`src/rtl/dcache_pkg.sv`:
```
// Shared types, geometry constants and address-field helpers for the data cache.
package dcache_pkg;

   typedef enum logic {IDLE = 1'b0, REFILL = 1'b1} state_t;

   localparam int LINE_BYTES        = 16;
   localparam int WORDS_PER_LINE    = 4;
   localparam int OFFSET_W          = $clog2(LINE_BYTES);
   localparam int DEF_SETS          = 8;
   localparam int DEF_ADDRESS_WIDTH = 32;

   function automatic int index_w(input int sets);
      return $clog2(sets);
   endfunction

   function automatic int tag_w(input int aw, input int sets);
      return aw - OFFSET_W - $clog2(sets);
   endfunction

   localparam int INDEX_W = index_w(DEF_SETS);
   localparam int TAG_W   = tag_w(DEF_ADDRESS_WIDTH, DEF_SETS);

   function automatic logic [1:0] word_sel(input logic [OFFSET_W-1:0] off);
      return off[3:2];
   endfunction

   function automatic logic [1:0] byte_sel(input logic [OFFSET_W-1:0] off);
      return off[1:0];
   endfunction

   // Zero-extended byte lane of a little-endian word.
   function automatic logic [31:0] byte_extract(input logic [31:0] w, input logic [1:0] b);
      return {24'b0, w[8*b +: 8]};
   endfunction

endpackage

```
`src/rtl/dcache_line_store.sv`:
```
// Valid/tag/data arrays: combinational read port, byte-enabled write port, fill completion.
module dcache_line_store
   import dcache_pkg::*;
#(
   parameter int SETS  = 8,
   parameter int TAG_W = 25
) (
   input  logic                                 clk,
   input  logic                                 rst_n,
   input  logic [$clog2(SETS)-1:0]              rd_index,
   output logic                                 rd_valid,
   output logic [TAG_W-1:0]                     rd_tag,
   output logic [WORDS_PER_LINE-1:0][31:0]      rd_line,
   input  logic                                 wr_en,
   input  logic [$clog2(SETS)-1:0]              wr_index,
   input  logic [1:0]                           wr_word,
   input  logic [3:0]                           wr_be,
   input  logic [31:0]                          wr_data,
   input  logic                                 fill_done,
   input  logic [TAG_W-1:0]                     fill_tag
);

   logic [SETS-1:0]                    valid;
   logic [TAG_W-1:0]                   tags [SETS];
   logic [WORDS_PER_LINE-1:0][31:0]    data [SETS];

   assign rd_valid = valid[rd_index];
   assign rd_tag   = tags[rd_index];
   assign rd_line  = data[rd_index];

   always_ff @(posedge clk or negedge rst_n) begin
      if (!rst_n)
         valid <= '0;
      else if (fill_done)
         valid[wr_index] <= 1'b1;
   end

   // Tag and data contents are meaningless until valid is set, so no reset.
   always_ff @(posedge clk) begin
      if (fill_done)
         tags[wr_index] <= fill_tag;
      if (wr_en) begin
         for (int b = 0; b < 4; b++) begin
            if (wr_be[b])
               data[wr_index][wr_word][8*b +: 8] <= wr_data[8*b +: 8];
         end
      end
   end

endmodule

```
`src/rtl/data_cache.sv`:
```
// Direct-mapped, write-through, no-write-allocate data cache with 4-beat line refill.
module data_cache
   import dcache_pkg::*;
#(
   parameter int SETS          = 8,
   parameter int ADDRESS_WIDTH = 32,
   parameter int DATA_WIDTH    = 32
) (
   input  logic                     clk,
   input  logic                     rst_n,
   input  logic [ADDRESS_WIDTH-1:0] A,
   input  logic [DATA_WIDTH-1:0]    WD,
   input  logic                     WE,
   input  logic                     RE,
   input  logic                     ADTP,
   output logic [DATA_WIDTH-1:0]    RD,
   output logic                     stall,
   output logic [ADDRESS_WIDTH-1:0] mem_A,
   output logic [DATA_WIDTH-1:0]    mem_WD,
   output logic                     mem_WE,
   output logic                     mem_ADTP,
   input  logic [DATA_WIDTH-1:0]    mem_RD
);

   localparam int IW = index_w(SETS);
   localparam int TW = tag_w(ADDRESS_WIDTH, SETS);

   logic [ADDRESS_WIDTH-1:0]  a_eff;
   logic [IW-1:0]             idx;
   logic [TW-1:0]             tg;
   logic [OFFSET_W-1:0]       off;

   assign a_eff = ADTP ? A : {A[ADDRESS_WIDTH-1:2], 2'b00};
   assign idx   = a_eff[OFFSET_W +: IW];
   assign tg    = a_eff[ADDRESS_WIDTH-1 -: TW];
   assign off   = a_eff[OFFSET_W-1:0];

   state_t                    state, state_n;
   logic [1:0]                cnt, cnt_n;
   logic [IW-1:0]             lat_idx, lat_idx_n;
   logic [TW-1:0]             lat_tag, lat_tag_n;

   logic                      rd_valid;
   logic [TW-1:0]             rd_tag;
   logic [WORDS_PER_LINE-1:0][31:0] rd_line;
   logic                      hit;
   logic [31:0]               sel_word;

   logic                      wr_en, fill_done;
   logic [IW-1:0]             wr_index;
   logic [1:0]                wr_word;
   logic [3:0]                wr_be;
   logic [31:0]               wr_data;

   logic                      stall_c, mem_we_c, mem_adtp_c;
   logic [DATA_WIDTH-1:0]     rd_c, mem_wd_c;
   logic [ADDRESS_WIDTH-1:0]  mem_a_c;

   dcache_line_store #(.SETS(SETS), .TAG_W(TW)) u_store (
      .clk       (clk),
      .rst_n     (rst_n),
      .rd_index  (idx),
      .rd_valid  (rd_valid),
      .rd_tag    (rd_tag),
      .rd_line   (rd_line),
      .wr_en     (wr_en),
      .wr_index  (wr_index),
      .wr_word   (wr_word),
      .wr_be     (wr_be),
      .wr_data   (wr_data),
      .fill_done (fill_done),
      .fill_tag  (lat_tag)
   );

   assign hit      = rd_valid && (rd_tag == tg);
   assign sel_word = rd_line[word_sel(off)];

   always_ff @(posedge clk or negedge rst_n) begin
      if (!rst_n) begin
         state   <= IDLE;
         cnt     <= 2'd0;
         lat_idx <= '0;
         lat_tag <= '0;
      end else begin
         state   <= state_n;
         cnt     <= cnt_n;
         lat_idx <= lat_idx_n;
         lat_tag <= lat_tag_n;
      end
   end

   always_comb begin
      state_n    = state;
      cnt_n      = cnt;
      lat_idx_n  = lat_idx;
      lat_tag_n  = lat_tag;
      stall_c    = 1'b0;
      rd_c       = '0;
      mem_a_c    = A;
      mem_wd_c   = WD;
      mem_we_c   = 1'b0;
      mem_adtp_c = 1'b0;
      wr_en      = 1'b0;
      wr_index   = idx;
      wr_word    = word_sel(off);
      wr_be      = 4'h0;
      wr_data    = WD;
      fill_done  = 1'b0;
      case (state)
         IDLE: begin
            if (RE) begin
               if (hit) begin
                  rd_c = ADTP ? byte_extract(sel_word, byte_sel(off)) : sel_word;
               end else begin
                  stall_c   = 1'b1;
                  lat_idx_n = idx;
                  lat_tag_n = tg;
                  cnt_n     = 2'd0;
                  state_n   = REFILL;
               end
            end else if (WE) begin
               mem_a_c    = a_eff;
               mem_we_c   = 1'b1;
               mem_adtp_c = ADTP;
               // Write-through: cached copy only follows the store on a hit.
               if (hit) begin
                  wr_en   = 1'b1;
                  wr_be   = ADTP ? (4'b0001 << byte_sel(off)) : 4'hF;
                  wr_data = ADTP ? {4{WD[7:0]}} : WD;
               end
            end
         end
         REFILL: begin
            stall_c  = 1'b1;
            mem_a_c  = {lat_tag, lat_idx, cnt, 2'b00};
            wr_en    = 1'b1;
            wr_index = lat_idx;
            wr_word  = cnt;
            wr_be    = 4'hF;
            wr_data  = mem_RD;
            cnt_n    = cnt + 2'd1;
            if (cnt == 2'd3) begin
               fill_done = 1'b1;
               state_n   = IDLE;
            end
         end
         default: state_n = IDLE;
      endcase
   end

   // Outputs are forced quiet while reset is held, independent of the request inputs.
   assign stall    = rst_n & stall_c;
   assign RD       = rst_n ? rd_c : '0;
   assign mem_A    = rst_n ? mem_a_c : '0;
   assign mem_WD   = rst_n ? mem_wd_c : '0;
   assign mem_WE   = rst_n & mem_we_c;
   assign mem_ADTP = rst_n & mem_adtp_c;

endmodule

```
`config.mk`:
```
export PLATFORM = sky130hd
export DESIGN_NAME = data_cache
export DESIGN_NICKNAME = d
export VERILOG_FILES = /design/src/rtl/dcache_pkg.sv /design/src/rtl/dcache_line_store.sv /design/src/rtl/data_cache.sv
export SDC_FILE = /design/constraint.sdc
export NUM_CORES = 1
export LEC_CHECK = 0
export CAP_MARGIN = 20
export CORE_ASPECT_RATIO = 1.1
export CORE_MARGIN = 2
export CORE_UTILIZATION = 55
export CTS_CLUSTER_DIAMETER = 40
export DETAILED_ROUTE_END_ITERATION = 12
export PLACE_DENSITY = 0.81
export SYNTH_ARGS = -nofsm -noshare
export SYNTH_HDL_FRONTEND = slang
export SYNTH_SLANG_ARGS = --single-unit
```
`constraint.sdc`:
```
create_clock -name clk -period 4.1 [get_ports clk]
set_input_delay 0.82 -clock clk [delete_from_list [all_inputs] [get_ports clk]]
set_output_delay 0.82 -clock clk [all_outputs]
set_load 0.02 [all_outputs]
```
==> results of run 1 <==
==> cells in the mapped netlist (2+ instances only) <==
cell	count	share of area, %
nand4_1	4	0.049
mux2i_1	90	1.8
o21a_1	2	0.029
mux2_2	24	0.53
nor3b_1	7	0.10
o221ai_1	4	0.069
nand2_1	74	0.54
buf_4	8	0.12
and2_0	2	0.025
a21oi_1	2	0.020
or3_1	3	0.037
xnor2_1	9	0.15
dfrtp_1	39	1.9
o21ai_1	16	0.16
buf_6	5	0.11
inv_1	34	0.25
buf_1	11	0.081
a22o_1	8	0.14
nor2_1	41	0.30
nor4_1	3	0.037
edfxtp_1	1224	72
buf_2	44	0.43
xor2_1	14	0.24
a21boi_0	2	0.029
and2_1	97	1.2
nor3_1	4	0.039
o21ai_0	13	0.13
a22oi_1	6	0.088
nand2b_1	11	0.13
o221ai_2	20	0.59
mux4_2	362	16
o22ai_1	4	0.049
nor4b_1	2	0.034
or2_2	11	0.13
and3_1	6	0.074
nor2b_1	96	1.2
a32oi_1	7	0.12
clkbuf_1	68	0.50
mux2_1	12	0.27
nand3_1	2	0.020
==> logic make-up after synthesis <==
| family | share of synthesized area, % |
|---|---|
| xor gates and xnor gates | 0.3951 |
| muxes | 18.55 |
| adders and majority gates | 0.02454 |
| and+or+nand+nor | 3.961 |
| DFF | 74.01 |
| buffers and inverters | 1.500 |
| AOI/OAI and AO/OA | 1.556 |
==> metal layers <==
| layer | global-route usage (%) |
|---|---|
| met1 | 39.74 |
| met2 | 48.20 |
| met3 | 8.884 |
| met4 | 9.989 |
| met5 | 0 |
==> per-stage QoR <==
step / hold WS (ns) / std cells / cell area (sq um) / utilization, % / setup WS, ns
2_1_floorplan: 0.4337 / 2404 / 51410 / - / -0.2787
3_3_place_gp: 0.4469 / 4022 / 58220 / 63.12 / -1.211
3_5_place_dp: 0.4472 / 4022 / 58220 / 63.12 / -1.248
4_1_cts: 0.2083 / 4307 / 63490 / 68.84 / -0.5886
5_1_grt: 0.2403 / 4324 / 63760 / 69.13 / -0.6605
==> timing repair <==
action                     CTS  global route
gates resized for setup    212            23
hold buffers                 0             0
cloned                      11             3
setup buffers               27            15
setup endpoints to repair  783           801
pin swaps                   13             5
==> flow_metrics.tcl, run 1 <==
set metrics [dict create \
    numCtsBuffers 137 \
    grt_pass1_vias 29159 \
    cts.sinks 1263 \
    dp_hpwl_um 83420 \
    portBuffers 199 \
    postSynthNetCount 2506 \
    die_height_um 323.3 \
    die_width_um 294.3 \
    synth-edff-count 1224 \
    initial_core_util_pct 55.28 \
    clockBufferDepth 3 \
    error_line "Error: net904 2 pin not visited #guides = 74" \
    async_flop_share_pct 3.088 \
    syn_area_per_cell_sq_um 21.21 \
    grt_antenna_before_repair 3 \
    io-pin-count 200 \
    synthDistinctLibCells 53 \
    status "stopped before the end" \
    cts-root-buf "clkbuf_16" \
    overflow 0 \
    htreeDepth 4 \
    grt_pass1_wl_um 201500 \
    endpoint_type "primary output" \
    synthFlopType "edfxtp_1" \
    yosysSeqAreaShare_pct 74.01 \
    yosys_register_bits 1263 \
    syn-instance-count 2404 \
    grt_max_degree 105 \
    ys_warn_count 0 \
    crit_endpoint "RD[16]" \
    syn_area_sq_um 50980 \
    grt_util_all_layers_pct 30.00 \
    lastStage "detailed routing (5_2_route)" \
    gp_congestion 0.8679 \
    placementRows 117 \
]
==> run 2: changes to the inputs <==
--- a/config.mk
+++ b/config.mk
@@ -6,12 +6,10 @@
 export NUM_CORES = 1
 export LEC_CHECK = 0
 export CAP_MARGIN = 20
-export CORE_ASPECT_RATIO = 1.1
 export CORE_MARGIN = 2
-export CORE_UTILIZATION = 55
-export CTS_CLUSTER_DIAMETER = 40
+export CORE_UTILIZATION = 40
 export DETAILED_ROUTE_END_ITERATION = 12
-export PLACE_DENSITY = 0.81
+export PLACE_DENSITY_LB_ADDON = 0.15
 export SYNTH_ARGS = -nofsm -noshare
 export SYNTH_HDL_FRONTEND = slang
 export SYNTH_SLANG_ARGS = --single-unit
==> constraint.sdc (replaced) <==
create_clock -name clk -period 5.3 [get_ports clk]
set_input_delay 1.06 -clock clk [delete_from_list [all_inputs] [get_ports clk]]
set_output_delay 1.06 -clock clk [all_outputs]
set_load 0.02 [all_outputs]
==> run 2 against run 1 <==
Effect of this change:
- the run now ends clean
- synthesized area stayed put
- global-route usage decreased by 9.6 points
- synthesized cell count unchanged
==> flow_metrics.tcl, run 2 <==
set metrics [dict create \
    status "complete, no violations" \
    syn_area_per_cell_sq_um 21.21 \
    syn_area_sq_um 50980 \
    clockBufferDepth 3 \
    postSynthNetCount 2506 \
    grt_max_degree 118 \
    post_drt_wl_per_cell_um 28.49 \
    ys_warn_count 0 \
    syn2layout_area_growth_pct 21.18 \
    core_area_sq_um 126100 \
    crit_fanout 33 \
    required_ns 4.24 \
    overflow 0 \
    cts-root-buf "clkbuf_16" \
    maxCapViolCount 0 \
    layout-drive-gt1-share_pct 32.78 \
    drt_iter0_drc 2597 \
    finalMaxSlewViolations 0 \
    yosys-top-cells-count "1224 x edfxtp_1, 362 x mux4_2, 97 x and2_1" \
    end_kind "output pin" \
    async_flop_share_pct 3.088 \
    synth_top_area_cell "edfxtp_1" \
    top_register "u_store.data" \
    crit_path_start_kind "primary input" \
    largest_register_ffs 1024 \
    internal_power_mw 20.27 \
    numCtsBuffers 137 \
    yosysTopAreaCellShare_pct 72.10 \
    clock_latency_ns 0.75 \
    antenna_left 0 \
    fin_crit_sh_pct 98.89 \
    die_width_um 361.0 \
    drt_wl_total_um 132500 \
    cts.sinks 1263 \
    io-pin-count 200 \
    die_height_um 361.0 \
    skew_ns 0.02339 \
    rsz0062_at_grt "yes" \
    grt_pass1_wl_um 190500 \
    max_freq_ghz 0.1908 \
    rrSetupSlack_ns 1.34 \
    via_per_inst 5.520 \
    placementRows 130 \
    htreeDepth 4 \
    synth-edff-count 1224 \
    yosysSeqAreaShare_pct 74.01 \
    grt_antenna_before_repair 2 \
    tightest_slew_ns 1.052 \
    die_area_sq_um 130300 \
    leakage_nw 20.41 \
    hp-class "primary input to async pin" \
    yosys-top-cells-area "edfxtp_1 72%, mux4_2 16%, dfrtp_1 1.9%" \
    p_seq_share_pct 48.1 \
    synthDistinctLibCells 53 \
    p_sw_mw 7.764 \
    clkPwrFrac_pct 32.7 \
    num_vias 25662 \
    finalPower_mw 28.03 \
    dp_hpwl_um 85720 \
    worst-endpoint-arrival_ns 4.18 \
    initial_core_util_pct 40.44 \
    fillers 10239 \
    clk_pin_slew_ns 0.06 \
    postPlaceCellArea_sq_um 57250 \
    nets 2989 \
    timing.final.hold_violations 0 \
    grt_pass1_vias 26702 \
    syn-instance-count 2404 \
    switching_share_pct 27.70 \
    synthFlopType "edfxtp_1" \
    final_area_sq_um 61780 \
    ir_drop_v 0.0003169 \
    p_comb_share_pct 19.2 \
    yosys_register_bits 1263 \
    postCtsHoldBufs 0 \
    cts_tree "built" \
    period_needed_ns 5.241 \
    power_density_nw_per_um2 453.8 \
    gp_congestion 0.8404 \
    firstDrtPassIters 5 \
    top_regs "u_store.data x1024, u_store.tags x200, lat_tag x25" \
    yosysMostFrequentCell "edfxtp_1" \
    diodes 0 \
    drc 0 \
    final_common_cell "edfxtp_1" \
    mostFrequentLayoutCells "1224 x edfxtp_1, 362 x mux4_2, 222 x buf_4, 160 x clkdlybuf4s50_1, 140 x clkbuf_16" \
    crit_type "primary input to output pin" \
    portBuffers 199 \
    maxSlewHeadroom_pct 29.86 \
    grt_util_all_layers_pct 20.40 \
    setup_viol 0 \
]
## run 2: kinds of logic after synthesis
family | synth area share [%]
AND/OR/NAND/NOR | 3.961
XOR/XNOR | 0.3951
adder cells (fa/ha/maj) | 0.02454
flip-flops | 74.01
AO/OA/AOI/OAI | 1.556
buffers and inverters | 1.500
multiplexers | 18.55
## run 2: area by class of cell
cell class              instances  area, sq um  area share (%)
clock inverters                79        666.9           1.079
multi-input cells             970        12700           20.56
flip-flops and latches       1263        37730           61.08
repair buffers                480         4780           7.736
well taps                    1650         2064           3.342
clock buffers                 172         3702           5.993
inverters                      35        131.4          0.2126
## run 2: timing repair
action                     4_1_cts  5_1_grt
pin swaps                        1        5
resized for setup               48       79
buffers inserted                 0        3
cloned                           2        1
setup endpoints to repair       33       33
## run 2: metal layers
layer	share of wire [%]	GRT usage, %	up-vias
met5	0	0	-
met4	2.2	5.710	0
met3	7.4	5.449	169
met2	47	31.61	886
met1	44	28.52	13697
li1	-	-	10910
## run 2: path summary, 6_finish.rpt
check / cells after the start / startpoint / endpoint
max: 10 / A[4] / RD[0]
min: 2 / rst_n / lat_idx[1]
min reg2reg: 1 / u_store.valid[3] / u_store.valid[3]
max in group asynchronous: 2 / rst_n / lat_tag[8]
max reg2reg: 13 / u_store.tags[6][6] / u_store.data[1][124]
min in group clk: 1 / u_store.valid[3] / u_store.valid[3]
## run 2: power by group through the flow
stage	clock [mW]	combinational (mW)	sequential, mW
finish	9.16	5.39	13.5
global route	9.76	5.74	13.6
CTS	9.37	5.46	13.5
detailed placement	0	5.43	13.7
global placement	0	5.32	13.6
floorplan	0	2.54	13.6
## run 2: through the flow
stage	hold WS [ns]	setup TNS, ns	setup WS (ns)	util (%)	cells
4_1_cts	0.3810	-0.02846	-0.02846	48.97	4645
6_report	0.4388	0	0.05861	49.01	4649
3_3_place_gp	0.4485	-11.52	-0.4763	45.42	4392
2_1_floorplan	0.4337	0	0.06611	-	2404
5_1_grt	0.4166	-0.01113	-0.008231	49.01	4649
3_5_place_dp	0.4566	-13.21	-0.5571	45.42	4392
## run 2: worst max-delay path: stages
cell and delay (ns):
buf_16 0.12, buf_6 0.29, bufbuf_16 0.49, mux4_2 0.63
mux4_2 0.53, nor2b_1 0.17, a211oi_1 0.38, a2111oi_4 0.10
buf_4 0.21, buf_12 0.14
Note: power is estimated with default switching activity, not from simulation.
==> run 3: changes to the inputs <==
--- a/config.mk
+++ b/config.mk
@@ -7,9 +7,10 @@
 export LEC_CHECK = 0
 export CAP_MARGIN = 20
 export CORE_MARGIN = 2
-export CORE_UTILIZATION = 40
+export CORE_UTILIZATION = 47
 export DETAILED_ROUTE_END_ITERATION = 12
 export PLACE_DENSITY_LB_ADDON = 0.15
+export SETUP_SLACK_MARGIN = 0.05
 export SYNTH_ARGS = -nofsm -noshare
 export SYNTH_HDL_FRONTEND = slang
 export SYNTH_SLANG_ARGS = --single-unit
==> run 3 against run 2 <==
Effect of this change:
- the run now ends with setup timing left
- non-clock buffer count increased by 37
- design area increased by 0.70%
- register-to-register slack got worse by 0.09 ns
- clock skew up 0.0041 ns
- critical path type unchanged
- critical endpoint is now RD[22]
==> flow_metrics.tcl, run 3 (synthesis results as in run 2) <==
set metrics [dict create \
    drt_wl_total_um 132200 \
    maxSlewHeadroom_pct 31.57 \
    num_vias 26177 \
    grt_util_all_layers_pct 24.11 \
    p_seq_share_pct 49.0 \
    die_width_um 333.4 \
    grt_pass1_vias 26770 \
    cts_tree "built" \
    mostFrequentLayoutCells "1224 x edfxtp_1, 362 x mux4_2, 228 x buf_4, 160 x clkdlybuf4s50_1, 138 x clkbuf_16" \
    overflow 0 \
    placementRows 120 \
    crit_path_start_kind "primary input" \
    io-pin-count 200 \
    drt_iter0_drc 2864 \
    period_needed_ns 5.336 \
    post_drt_wl_per_cell_um 29.88 \
    via_per_inst 5.916 \
    portBuffers 199 \
    violations "setup timing" \
    layout-drive-gt1-share_pct 33.73 \
    cpPeakStageDelay_ns 0.50 \
    syn2layout_area_growth_pct 22.03 \
    top_register "u_store.data" \
    p_sw_mw 7.507 \
    leakage_nw 20.64 \
    die_height_um 333.4 \
    timing.final.hold_violations 0 \
    crit_fanout 5 \
    nets 3021 \
    crit_path_cell_trace "buf_16 > buf_12 > buf_8 > mux4_2 > mux2i_2 > xor2_1 > nand2_1 > nor4_2 > buf_4 > nand4_1 > buf_6 > or3_4 > buf_12 > nor2_4 > buf_6" \
    final_area_sq_um 62210 \
    die_area_sq_um 111100 \
    skew_ns 0.02751 \
    setup_viol 1 \
    rsz0062_at_grt "yes" \
    postCtsHoldBufs 0 \
    gp_congestion 0.8069 \
    clock_latency_ns 0.74 \
    ir_drop_v 0.0003234 \
    final.setup.worst_slack_ns -0.03573 \
    power_density_nw_per_um2 443.5 \
    p_comb_share_pct 19.4 \
    hp-class "register to register" \
    crit_type "primary input to output pin" \
    final_cells 4425 \
    worst-endpoint-arrival_ns 4.28 \
    clkPwrFrac_pct 31.5 \
    tightest_slew_ns 1.023 \
    numPlacedInstances 4164 \
    cts.sinks 1263 \
    fin_tns_setup_ns -0.03573 \
    drc 0 \
    largest_register_ffs 1024 \
    clockBufferDepth 3 \
    cts-root-buf "clkbuf_16" \
    grt_max_degree 57 \
    grt_antenna_before_repair 4 \
    finalMaxSlewViolations 0 \
    fin_crit_sh_pct 100.7 \
    htreeDepth 4 \
    antenna_left 0 \
    initial_core_util_pct 47.49 \
    maxCapViolCount 0 \
    firstDrtPassIters 5 \
    dp_hpwl_um 83600 \
    grt_pass1_wl_um 190800 \
    cp_slowest_cell "mux4_2" \
    final_common_cell "edfxtp_1" \
    postPlaceCellArea_sq_um 57240 \
    clk_pin_slew_ns 0.06 \
    finalPower_mw 27.59 \
    end_kind "output pin" \
    switching_share_pct 27.21 \
    top_regs "u_store.data x1024, u_store.tags x200, lat_tag x25" \
    max_freq_ghz 0.1874 \
    core_area_sq_um 107400 \
    numCtsBuffers 132 \
    required_ns 4.24 \
    status "finished with violations" \
    internal_power_mw 20.08 \
]
==> run 3: cell count changes in the layout (fill, tap and decap cells not counted), sizes merged, moves of 2 or more <==
cell      change
bufbuf        +2
clkinvlp      -4
clkinv       -17
clkbuf       -19
buf          +61
==> run 3: power groups by stage <==
stage | registers [mW] | clock network (mW) | logic [mW]
2_1_floorplan | 13.6 | 0 | 2.54
3_3_place_gp | 13.6 | 0 | 5.18
3_5_place_dp | 13.7 | 0 | 5.30
4_1_cts | 13.5 | 8.86 | 5.38
5_1_grt | 13.6 | 9.22 | 5.68
6_report | 13.5 | 8.70 | 5.36
==> run 3: area by class of cell <==
| type | instances | area [sq um] |
|---|---|---|
| Fill cell | 7744 | 45140 |
| Sequential cell | 1263 | 37730 |
| Multi-Input combinational cell | 970 | 12910 |
| Timing Repair Buffer | 517 | 5647 |
| Clock buffer | 178 | 3611 |
| Tap cell | 1403 | 1755 |
| Clock inverter | 58 | 424.2 |
| Inverter | 35 | 131.4 |
| Antenna cell | 1 | 2.502 |
==> run 3: repair_timing <==
item,in CTS,in global routing
pin swaps,20,16
resized for setup,259,41
setup buffers,9,9
gates cloned,10,2
endpoints found under the setup margin,33,33
==> run 3: critical path: cells and delay by family <==
| kind | cells | cell delay, ns |
|---|---|---|
| multiplexers | 2 | 0.68 |
| AND/OR/NAND/NOR | 5 | 1.27 |
| buffers and inverters | 7 | 1.04 |
| XOR/XNOR | 1 | 0.24 |
==> run 3: per-stage QoR <==
stage / hold slack [ns] / worst slack, ns / utilization, %
after global placement: 0.4472 / -0.7344 / 53.32
after global routing: 0.4787 / -0.1644 / 57.95
after detailed placement: 0.4493 / -0.7615 / 53.32
after floorplan: 0.4337 / 0.06611 / -
after CTS: 0.4640 / -0.04418 / 57.77
final: 0.4659 / -0.03573 / 57.95
==> run 3: metal layers <==
layer,wire (um),vias to the layer above,track usage (%)
met5,11,-,0
met4,3126,2,6.229
met3,9417,194,4.314
met2,63800,1077,38.18
met1,55890,13952,34.97
li1,-,10952,-
==> run 3: final timing paths <==
path | start | slack, ns | to | cells after the start
setup / recovery | A[4] | -0.04 | RD[22] | 15
hold / removal | u_store.valid[3] | 0.47 | u_store.valid[3] | 1
setup reg to reg | u_store.tags[3][17] | 1.25 | u_store.data[7][94] | 13
hold reg to reg | u_store.valid[3] | 0.47 | u_store.valid[3] | 1
max in group asynchronous | rst_n | 3.79 | lat_tag[5] | 3
min in group asynchronous | rst_n | 0.50 | cnt[0] | 2
